**config.mk**
```make
export PLATFORM = sky130hd
export DESIGN_NAME = prog_mem_sync
export DESIGN_NICKNAME = d
export VERILOG_FILES = /design/src/rtl/prog_mem_sync.sv
export SDC_FILE = /design/constraint.sdc
export NUM_CORES = 1
export LEC_CHECK = 0
export BUFFER_PORTS_ARGS = -buffer_cell sky130_fd_sc_hd__buf_2
export CAP_MARGIN = 20
export CORE_ASPECT_RATIO = 0.9
export CORE_MARGIN = 2
export CORE_UTILIZATION = 55
export CTS_BUF_LIST = sky130_fd_sc_hd__clkbuf_2
export CTS_CLUSTER_SIZE = 8
export DETAILED_ROUTE_END_ITERATION = 10
export PLACE_DENSITY = 0.78
export SYNTH_ARGS = -nofsm -noshare
export SYNTH_HDL_FRONTEND = slang
export SYNTH_SLANG_ARGS = --single-unit
export TNS_END_PERCENT = 50
```
**constraint.sdc**
```tcl
create_clock -name clk -period 9.2 [get_ports clk]
set_clock_uncertainty 0.15 [all_clocks]
set_input_delay 0.92 -clock clk [delete_from_list [all_inputs] [get_ports clk]]
set_output_delay 0.92 -clock clk [all_outputs]
set_load 0.01 [all_outputs]
```
**src/rtl/prog_mem_sync.sv**
```systemverilog
// Synchronous single-clock program memory with a FILL initialisation sweep, range-checked
// read/write ports and optional output register stage (macro PROG_MEM_OUTREG_EN).
module prog_mem_sync #(
    parameter int unsigned       DATA_W = 8,
    parameter int unsigned       ADDR_W = 8,
    parameter int unsigned       DEPTH  = 128,
    parameter int unsigned       BASE   = 0,
    parameter logic [DATA_W-1:0] FILL   = '0
) (
    input  logic              clk,
    input  logic              reset,
    input  logic              rd_en,
    input  logic [ADDR_W-1:0] address,
    output logic [DATA_W-1:0] data_out,
    output logic              rd_valid,
    output logic              rd_err,
    input  logic              wr_en,
    input  logic [ADDR_W-1:0] wr_address,
    input  logic [DATA_W-1:0] data_in,
    output logic              wr_err,
    output logic              busy
);

    localparam int unsigned       CntW     = (DEPTH > 1) ? $clog2(DEPTH) : 1;
    localparam logic [ADDR_W:0]   BaseExt  = (ADDR_W + 1)'(BASE);
    localparam logic [ADDR_W:0]   EndExt   = (ADDR_W + 1)'(BASE + DEPTH);
    localparam logic [ADDR_W-1:0] AddrBase = ADDR_W'(BASE);
    localparam logic [CntW-1:0]   LastIdx  = CntW'(DEPTH - 1);

    typedef enum logic [0:0] {StInit, StReady} state_e;

    state_e            state_q, state_d;
    logic [CntW-1:0]   cnt_q, cnt_d;
    logic [DATA_W-1:0] mem [DEPTH];

    logic            rd_mapped, wr_mapped, rd_accept, wr_accept;
    logic [CntW-1:0] rd_idx, wr_idx;

    // Range checks use ADDR_W+1 bits so BASE+DEPTH == 2^ADDR_W does not wrap.
    always_comb begin
        rd_mapped = ({1'b0, address} >= BaseExt) && ({1'b0, address} < EndExt);
        wr_mapped = ({1'b0, wr_address} >= BaseExt) && ({1'b0, wr_address} < EndExt);
        rd_idx    = CntW'(address - AddrBase);
        wr_idx    = CntW'(wr_address - AddrBase);
        rd_accept = (state_q == StReady) && rd_en;
        wr_accept = (state_q == StReady) && wr_en;
        busy      = (state_q == StInit);
    end

    always_comb begin
        state_d = state_q;
        cnt_d   = cnt_q;
        unique case (state_q)
            StInit: begin
                if (cnt_q == LastIdx) begin
                    state_d = StReady;
                    cnt_d   = '0;
                end else begin
                    cnt_d = cnt_q + CntW'(1);
                end
            end
            StReady: begin
                state_d = StReady;
            end
            default: begin
                state_d = StInit;
                cnt_d   = '0;
            end
        endcase
    end

    always_ff @(posedge clk) begin
        if (reset) begin
            state_q <= StInit;
            cnt_q   <= '0;
        end else begin
            state_q <= state_d;
            cnt_q   <= cnt_d;
        end
    end

    // Storage is not reset; the sweep provides the defined contents.
    always_ff @(posedge clk) begin
        if (!reset) begin
            if (state_q == StInit) begin
                mem[cnt_q] <= FILL;
            end else if (wr_accept && wr_mapped) begin
                mem[wr_idx] <= data_in;
            end
        end
    end

    logic              rd_valid_q, rd_err_q, wr_err_q;
    logic [DATA_W-1:0] rd_data_q;

    // Nonblocking read against the same-edge write gives read-first behaviour.
    always_ff @(posedge clk) begin
        if (reset) begin
            rd_valid_q <= 1'b0;
            rd_err_q   <= 1'b0;
            rd_data_q  <= '0;
            wr_err_q   <= 1'b0;
        end else begin
            rd_valid_q <= rd_accept;
            rd_err_q   <= rd_accept && !rd_mapped;
            wr_err_q   <= wr_accept && !wr_mapped;
            if (rd_accept) begin
                rd_data_q <= rd_mapped ? mem[rd_idx] : '0;
            end
        end
    end

    assign wr_err = wr_err_q;

`ifdef PROG_MEM_OUTREG_EN
    logic              out_valid_q, out_err_q;
    logic [DATA_W-1:0] out_data_q;

    always_ff @(posedge clk) begin
        if (reset) begin
            out_valid_q <= 1'b0;
            out_err_q   <= 1'b0;
            out_data_q  <= '0;
        end else begin
            out_valid_q <= rd_valid_q;
            out_err_q   <= rd_valid_q && rd_err_q;
            if (rd_valid_q) begin
                out_data_q <= rd_data_q;
            end
        end
    end

    assign rd_valid = out_valid_q;
    assign rd_err   = out_err_q;
    assign data_out = out_data_q;
`else
    assign rd_valid = rd_valid_q;
    assign rd_err   = rd_err_q;
    assign data_out = rd_data_q;
`endif

endmodule

```
==> results of run 1 <==
state kept, by name, indices dropped and copies added, names as in the netlist:
| signal | cells |
|---|---|
| rd_valid | 1 |
| cnt_q | 7 |
| state_q | 1 |
| mem | 1024 |
| wr_err | 1 |
| data_out | 8 |
| rd_err | 1 |
Yosys cell counts, types with 3 or more instances:
cell type	number	area, sq um
clkbuf_1	38	143
nor2_1	151	567
and2_1	11	68.8
and3_1	5	31.3
nor3b_1	4	30.0
a41oi_1	7	61.3
mux4_2	204	4590
nand3b_1	10	75.1
buf_1	14	52.6
or4_1	6	45.0
nand2_1	63	236
nand3_1	40	200
a211oi_1	6	45.0
mux2i_1	120	1200
a31oi_1	7	43.8
a22o_1	19	166
o211ai_1	3	22.5
nand2b_1	11	68.8
buf_6	7	78.8
a221oi_1	25	219
a21oi_1	20	100
and3b_1	4	35.0
nand4_1	7	43.8
edfxtp_1	1024	30700
dfxtp_1	19	380
nor3_1	4	20.0
o22ai_1	6	37.5
a22oi_1	74	556
buf_4	13	97.6
o21ai_0	14	70.1
o21ai_1	6	30.0
mux2_2	8	90.1
nor2b_1	14	87.6
buf_2	36	180
repair_timing:
item                      CTS  global route
hold buffers               20             0
hold endpoints to repair  350             0
setup buffers               0             0
metrics by stage:
stage	power, W	utilization (%)	cell area [sq um]
global placement	0.00552	57.1	41700
finish	0.00832	60.5	44200
global route	0.00860	60.5	44200
CTS	0.00836	60.4	44100
floorplan	0.00545	-	40600
detailed placement	0.00553	57.2	41700
report_power, final:
part | internal [W] | switching (W) | leakage, nW | total (W)
registers | 0.00514 | 0.00000397 | 10.7 | 0.00514
clock network | 0.00115 | 0.00175 | 1.64 | 0.00290
logic | 0.000114 | 0.000171 | 3.29 | 0.000286
total | 0.00640 | 0.00192 | 15.6 | 0.00832
worst max-delay path by stage:
stage | startpoint | end | slack [ps] | cells past startpoint
floorplan | wr_address[7] | mem[0][0]$_DFFE_PP_ | 5230 | 4
global placement | address[0] | data_out[2]$_SDFFE_PP0P_ | 4380 | 7
detailed placement | address[0] | data_out[5]$_SDFFE_PP0P_ | 4260 | 7
CTS | state_q$_SDFF_PP0_ | mem[18][1]$_DFFE_PP_ | 4900 | 6
global route | state_q$_SDFF_PP0_ | mem[18][1]$_DFFE_PP_ | 4780 | 6
finish | state_q$_SDFF_PP0_ | mem[89][7]$_DFFE_PP_ | 4860 | 6
logic make-up after synthesis:
| group | share of synthesized area (%) |
|---|---|
| AO/OA/AOI/OAI | 3.43 |
| XOR/XNOR | 0.0864 |
| adder cells (fa/ha/maj) | 0.0308 |
| buffers and inverters | 1.37 |
| flip-flops | 76.7 |
| multiplexers | 14.5 |
| AND/OR/NAND/NOR | 3.87 |
routing by layer:
metal / up-vias / part of all wire [%]
li1: 8916 / -
met3: 159 / 12
met4: 8 / 2.0
met1: 10800 / 39
met5: - / 0.050
met2: 1425 / 47
critical path: cells and delay by family (launching register included):
family                 cells  cell delay, ps
multiplexers               1             540
flip-flops                 1             320
buffers and inverters      2             580
AND/OR/NAND/NOR            3            2350
final cells by class:
| type | instances | area (sq um) |
|---|---|---|
| Fill cell | 5023 | 28900 |
| Clock inverter | 68 | 419 |
| Timing Repair Buffer | 90 | 713 |
| Multi-Input combinational cell | 867 | 8940 |
| Tap cell | 960 | 1200 |
| Clock buffer | 347 | 1740 |
| Sequential cell | 1043 | 31100 |
| Antenna cell | 5 | 12.5 |
| Inverter | 1 | 3.75 |
==> out/qor.yml, run 1 <==
timing:
  slew_headroom_pct: 22.5
  post-route-period-util_pct: 47.1
  fin_ws_ps: 4860
  timing.fmax_ghz: 0.231
  worst_slew_pin_slew_ps: 1160
  holdWs_ps: 206
  maxSlewViolCount: 0
  period_minus_slack_ps: 4340
  finalSetupTns_ps: 0
  rsz0062_at_grt: "no"
  finalHoldViolCount: 0
  setup_violations: 0
yosys:
  synth-async-reset-ratio_pct: 0
  synth_nets: 2048
  synth_cells: 2019
  synth_edf_count: 1024
  ys.flop_type: "edfxtp_1"
  yosysUniqueCellTypes: 47
  yosysWarnings: 0
  syn-cell-area_sq_um: 40600
  syn_area_per_cell_sq_um: 20.1
  ys_seq_area_share_pct: 76.7
  synth-seq-cells: 1043
critical_path:
  r2r_slack_ps: 4860
  worstPathRequired_ps: 10100
  crit_fanout: 35
  reg2reg_depth: 6
  r2r-end: "mem[89][7]$_DFFE_PP_"
  crit_top_cell: "buf_4"
  slowest_stage: "nor2_1"
  end_kind: "register"
  r2r-start: "state_q$_SDFF_PP0_"
  path_cells: "buf_4 > nor4bb_4 > buf_4 > mux2i_1 > nand3_1 > nor2_1"
  crit_type: "register to register"
  cp-start-kind: "register"
  cp.arrival_ps: 5240
  critPathMaxStageDelay_ps: 1130
die:
  design.portCount: 40
  die_h_um: 262
  die_area_sq_um: 76000
  core_area_sq_um: 73000
  initial_core_util_pct: 55.6
  die_x_um: 290
  rows: 94
finish:
  mostFrequentLayoutCells: "edfxtp_1, clkbuf_2, mux4_2, nor2_1, mux2i_1"
  drive_above_1_share_pct: 27.6
  syn_to_final_growth_pct: 8.81
  final_common_cell: "edfxtp_1"
  stdcell_count: 3381
  nNetsFinal: 2261
route:
  dr.pass1.iters: 6
  wl_um: 92800
  wl_per_cell_um: 27.4
  drt_iter0_markers: 3099
  antenna_left: 0
  vias: 21300
  drc: 0
  via_per_inst: 6.30
global_routing:
  antenna_found_initial: 6
  grt_max_degree: 127
  grt_usage_pct: 24.5
  use_met1_pct: 35.0
  grt_use_met3_pct: 6.83
  overflow: 0
  grt_pass1_vias: 21100
  grt_pass1_wl_um: 136000
  busiest_layer: "met2"
  grt_use_met2_pct: 37.3
cts:
  cts_resized: 0
  clk_pin_slew_worst_paths_ps: 110
  cts_buffer_depth: 3
  cts_tree: "built"
  htreeDepth: 4
  clk-insertion-delay-late_ps: 1430
  cts-root-buf: "clkbuf_2"
  numCtsBuffers: 229
  cts_num_sinks: 1043
job:
  drv_cap: 0
placed_design:
  place.gp.congestion: 0.899
  numPortBuffers: 39
  dp_cells: 2938
  place_ws_ps: 4260
  dp.final_hpwl_um: 56300
min_path:
  worstHoldPathType: "input port to register"
  hold_end: "data_out[0]$_SDFFE_PP0P_"
  hold_start: "address[6]"
  hold_path_depth: 4
power_and_ir_drop:
  cellPowerDensity_nw_per_um2: 188
  power.leakage_nw: 15.6
  ir_drop_uv: 107
status:
  status: "finished clean"
Note: power is estimated with default switching activity, not from simulation.
==> inputs of run 2 (changes only) <==
--- a/config.mk
+++ b/config.mk
@@ -13,7 +13,7 @@
 export CTS_BUF_LIST = sky130_fd_sc_hd__clkbuf_2
 export CTS_CLUSTER_SIZE = 8
 export DETAILED_ROUTE_END_ITERATION = 10
-export PLACE_DENSITY = 0.78
+export PLACE_DENSITY = 0.81
 export SYNTH_ARGS = -nofsm -noshare
 export SYNTH_HDL_FRONTEND = slang
 export SYNTH_SLANG_ARGS = --single-unit
==> constraint.sdc (replaced) <==
create_clock -name clk -period 3.7 [get_ports clk]
set_clock_uncertainty 0.15 [all_clocks]
set_input_delay 0.37 -clock clk [delete_from_list [all_inputs] [get_ports clk]]
set_output_delay 0.37 -clock clk [all_outputs]
set_load 0.01 [all_outputs]
==> out/qor.yml, run 2 (synthesized netlist as in run 1, its figures left out) <==
critical_path:
  path_cells: "mux4_2 > a22o_1 > a221oi_1 > a31oi_1 > dlygate4sd3_1 > or4_1 > dlygate4sd3_1"
  worstPathRequired_ps: 4910
  crit_top_cell: "dlygate4sd3_1"
  cp-start-kind: "register"
  crit_type: "register to register"
  end_kind: "register"
  crit_fanout: 1
  slowest_stage: "dlygate4sd3_1"
  critPathMaxStageDelay_ps: 580
  cp.arrival_ps: 4670
power_and_ir_drop:
  switching_power_w: 0.00486
  power_frac_clock_pct: 34.0
  ir_drop_uv: 237
  p_comb_share_pct: 4.1
  pwr-share-seq_pct: 62.0
  p_int_w: 0.0158
  p_sw_share_pct: 23.5
  power.leakage_nw: 16.8
  cellPowerDensity_nw_per_um2: 448
route:
  vias: 22500
  wl_per_cell_um: 27.1
  antenna_left: 0
  drc: 0
  via_per_inst: 6.22
  dr.pass1.iters: 5
  wl_um: 98200
  drt_iter0_markers: 3034
cts:
  cts_resized: 0
  clk-insertion-delay-late_ps: 1450
  numCtsBuffers: 231
  cts-root-buf: "clkbuf_2"
  htreeDepth: 4
  cts_num_sinks: 1043
  cts_buffer_depth: 3
  clk_pin_slew_worst_paths_ps: 130
  cts_tree: "built"
timing:
  setup_violations: 0
  holdWs_ps: 175
  finalHoldViolCount: 0
  post-route-period-util_pct: 93.3
  maxSlewViolCount: 0
  period_minus_slack_ps: 3450
  slew_headroom_pct: 32.8
  timing.fmax_ghz: 0.290
  rsz0062_at_grt: "no"
  worst_slew_pin_slew_ps: 1010
  finalSetupTns_ps: 0
global_routing:
  grt_usage_pct: 26.2
  grt_max_degree: 129
  grt_pass1_vias: 22800
  overflow: 0
  antenna_found_initial: 6
  grt_pass1_wl_um: 145000
finish:
  largest_reg_flops: 1024
  nNetsFinal: 2498
  mostFrequentLayoutCells: "edfxtp_1, clkbuf_2, buf_4, mux4_2, nor2_1"
  stdcell_count: 3621
  drive_above_1_share_pct: 32.1
  final_common_cell: "edfxtp_1"
  regMostFlops: "mem"
  syn_to_final_growth_pct: 13.6
placed_design:
  dp.final_hpwl_um: 61400
  numPortBuffers: 39
  place.gp.congestion: 0.978
  dp_cells: 3131
die:
  die_x_um: 290
  die_area_sq_um: 76000
  rows: 94
  initial_core_util_pct: 55.6
  die_h_um: 262
  design.portCount: 40
  core_area_sq_um: 73000
job:
  drv_cap: 0
status:
  status: "finished clean"
min_path:
  worstHoldPathType: "input port to register"
run 2: changes by cell type in the layout (fill, tap and decap cells not counted), sizes merged:
cell,previous run,this run
buf,70,263
clkinvlp,3,1
dlygate4sd3,20,61
bufinv,5,2
clkinv,56,63
clkbuf,347,350
diode,5,6
run 2: repair_timing:
| item | in CTS | in global routing |
|---|---|---|
| hold buffers | 62 | 0 |
| endpoints found under the setup margin | 0 | 88 |
| hold endpoints to repair | 2067 | 0 |
| setup buffers | 0 | 2 |
run 2: cell type report:
class | count | area (sq um)
antenna | 6 | 15.0
clock buffer | 349 | 1750
clock inverter | 70 | 333
fill | 4837 | 27000
inverter | 1 | 3.75
multi-input combinational | 867 | 8930
sequential | 1043 | 31100
tap | 960 | 1200
timing repair buffer | 325 | 2730
run 2: final timing paths:
path / from / depth (start not counted) / slack, ps / endpoint
setup / recovery: mem[42][5]$_DFFE_PP_ / 7 / 250 / data_out[5]$_SDFFE_PP0P_
hold reg to reg: cnt_q[5]$_SDFFE_PP0N_ / 2 / 480 / cnt_q[5]$_SDFFE_PP0N_
hold / removal: wr_address[7] / 4 / 170 / wr_err$_SDFF_PP0_
setup reg to reg: mem[42][5]$_DFFE_PP_ / 7 / 250 / data_out[5]$_SDFFE_PP0P_
run 2: through the flow:
step	setup WS, ps	cell area (sq um)	utilization, %	power [W]
after floorplan	279	40600	-	0.0135
after global placement	156	43300	59.3	0.0138
after detailed placement	150	43300	59.3	0.0138
after CTS	95.7	46000	63.0	0.0207
after global routing	178	46100	63.1	0.0213
final	247	46100	63.1	0.0206
run 2: layer usage:
layer | part of all wire (%) | up-vias | track usage, %
met5 | 0.057 | - | 0
met4 | 3.8 | 10 | 11.7
met3 | 13 | 249 | 7.92
met2 | 47 | 1625 | 40.2
met1 | 36 | 11200 | 35.1
li1 | - | 9412 | -
run 2: power by group through the flow:
stage / combinational, W / sequential, W / clock [W]
2_1_floorplan: 0.000502 / 0.0130 / 0
3_3_place_gp: 0.000760 / 0.0130 / 0
3_5_place_dp: 0.000780 / 0.0131 / 0
4_1_cts: 0.000823 / 0.0128 / 0.00710
5_1_grt: 0.000872 / 0.0128 / 0.00768
6_report: 0.000838 / 0.0128 / 0.00701
run 2: critical path: cells and delay by family, from the launching register on:
kind | cells | cell delay [ps]
buffers and inverters | 2 | 1160
AOI/OAI and AO/OA | 3 | 830
muxes | 1 | 470
DFF | 1 | 390
and+or+nand+nor | 1 | 390
==> inputs of run 3 (changes only) <==
--- a/config.mk
+++ b/config.mk
@@ -14,6 +14,7 @@
 export CTS_CLUSTER_SIZE = 8
 export DETAILED_ROUTE_END_ITERATION = 10
 export PLACE_DENSITY = 0.81
+export SETUP_SLACK_MARGIN = 0.4
 export SYNTH_ARGS = -nofsm -noshare
 export SYNTH_HDL_FRONTEND = slang
 export SYNTH_SLANG_ARGS = --single-unit
==> out/qor.yml, run 3 (synthesized netlist as in run 1, its figures left out) <==
finish:
  drive_above_1_share_pct: 31.6
  regMostFlops: "mem"
  mostFrequentLayoutCells: "edfxtp_1, clkbuf_2, mux4_2, buf_4, nor2_1"
  largest_reg_flops: 1024
  multi_input_area_sq_um: 8940
  fin_util_pct: 62.9
  seq_area_sq_um: 31100
  syn_to_final_growth_pct: 13.2
  final_common_cell: "edfxtp_1"
  n_fill_cell: 4827
  nNetsFinal: 2482
die:
  die_area_sq_um: 76000
  design.portCount: 40
  die_x_um: 290
  core_area_sq_um: 73000
  die_h_um: 262
  rows: 94
  initial_core_util_pct: 55.6
critical_path:
  r2r_slack_ps: 390
  cp-start-kind: "register"
  end_kind: "register"
  crit_type: "register to register"
  r2r-start: "mem[26][1]$_DFFE_PP_"
  r2r-end: "data_out[1]$_SDFFE_PP0P_"
  reg2reg_depth: 6
  cp.arrival_ps: 4510
  worstPathRequired_ps: 4900
  crit_fanout: 1
route:
  vias: 22800
  antenna_left: 0
  drt_iter0_markers: 3418
  wl_um: 99900
  drc: 0
  wl_per_cell_um: 27.8
  dr.pass1.iters: 6
  via_per_inst: 6.34
global_routing:
  overflow: 0
  grt_max_degree: 129
  grt_pass1_wl_um: 146000
  antenna_found_initial: 7
  grt_pass1_vias: 22800
  grt_usage_pct: 26.5
timing:
  maxSlewViolCount: 0
  finalSetupTns_ps: 0
  slew_headroom_pct: 32.1
  setup_violations: 0
  rsz0062_at_grt: "no"
  timing.fmax_ghz: 0.302
  post-route-period-util_pct: 89.5
  finalHoldViolCount: 0
  worst_slew_pin_slew_ps: 1020
  period_minus_slack_ps: 3310
cts:
  cts-root-buf: "clkbuf_2"
  clk-insertion-delay-late_ps: 1530
  numCtsBuffers: 230
  cts_num_sinks: 1043
  htreeDepth: 4
  cts_tree: "built"
  clk_pin_slew_worst_paths_ps: 110
  cts_setup_buffers: 0
  cts_buffer_depth: 3
power_and_ir_drop:
  ir_drop_uv: 357
  cellPowerDensity_nw_per_um2: 446
  power.leakage_nw: 16.7
job:
  drv_cap: 0
min_path:
  hold_end: "data_out[0]$_SDFFE_PP0P_"
  hold_start: "rd_en"
  worstHoldPathType: "input port to register"
  hold_path_depth: 8
placed_design:
  place.gp.congestion: 0.879
  numPortBuffers: 39
  dp.final_hpwl_um: 60600
status:
  status: "finished clean"
==> run 3: repair_timing <==
action,in CTS,in global routing
hold buffers,62,0
hold endpoints to repair,2047,0
gates resized for setup,0,10
setup endpoints to repair,0,477
==> run 3: per-stage QoR <==
stage	cells	worst slack, ps	cell area, sq um	hold slack, ps	power [W]
floorplan	2019	977	40600	342	0.0135
global placement	3118	384	43300	388	0.0138
detailed placement	3118	312	43300	391	0.0138
CTS	3584	458	45900	52.0	0.0205
global route	3591	405	45900	176	0.0211
finish	3598	390	46000	216	0.0205
==> run 3: power by group <==
part	switching, W	internal, W	total [W]
sequential	0.0000115	0.0128	0.0128
clock	0.00433	0.00252	0.00686
combinational	0.000492	0.000349	0.000841
total	0.00484	0.0156	0.0205
==> run 3: area by class of cell <==
cell class	instances	share of cell area, %
Antenna cell	13	0.0708
Timing Repair Buffer	310	5.77
Clock buffer	340	3.70
Multi-Input combinational cell	867	19.5
Clock inverter	64	0.637
Sequential cell	1043	67.7
Tap cell	960	2.61
Inverter	1	0.00817
==> run 3: worst max-delay path by stage <==
stage / from / to / slack [ps] / depth (start not counted)
6_report: mem[26][1]$_DFFE_PP_ / data_out[1]$_SDFFE_PP0P_ / 390 / 6
5_1_grt: mem[16][1]$_DFFE_PP_ / data_out[1]$_SDFFE_PP0P_ / 410 / 6
4_1_cts: state_q$_SDFF_PP0_ / mem[59][2]$_DFFE_PP_ / 460 / 9
3_5_place_dp: address[0] / data_out[1]$_SDFFE_PP0P_ / 310 / 6
3_3_place_gp: address[0] / data_out[3]$_SDFFE_PP0P_ / 380 / 7
2_1_floorplan: wr_address[7] / mem[32][0]$_DFFE_PP_ / 980 / 7
==> run 3: metal layers <==
layer / up-vias / track usage (%) / part of all wire, %
met5: - / 0 / 0.038
met4: 6 / 10.1 / 3.0
met3: 266 / 8.68 / 14
met2: 1639 / 41.7 / 48
met1: 11500 / 35.0 / 36
li1: 9367 / - / -
==> run 3: worst max-delay path, stage by stage, from the launching register on <==
cell and delay [ps]:
edfxtp_1 380, mux4_2 460, a22o_1 270, a221oi_1 470, o22ai_1 230, dlygate4sd3_1 650, or4_1 540
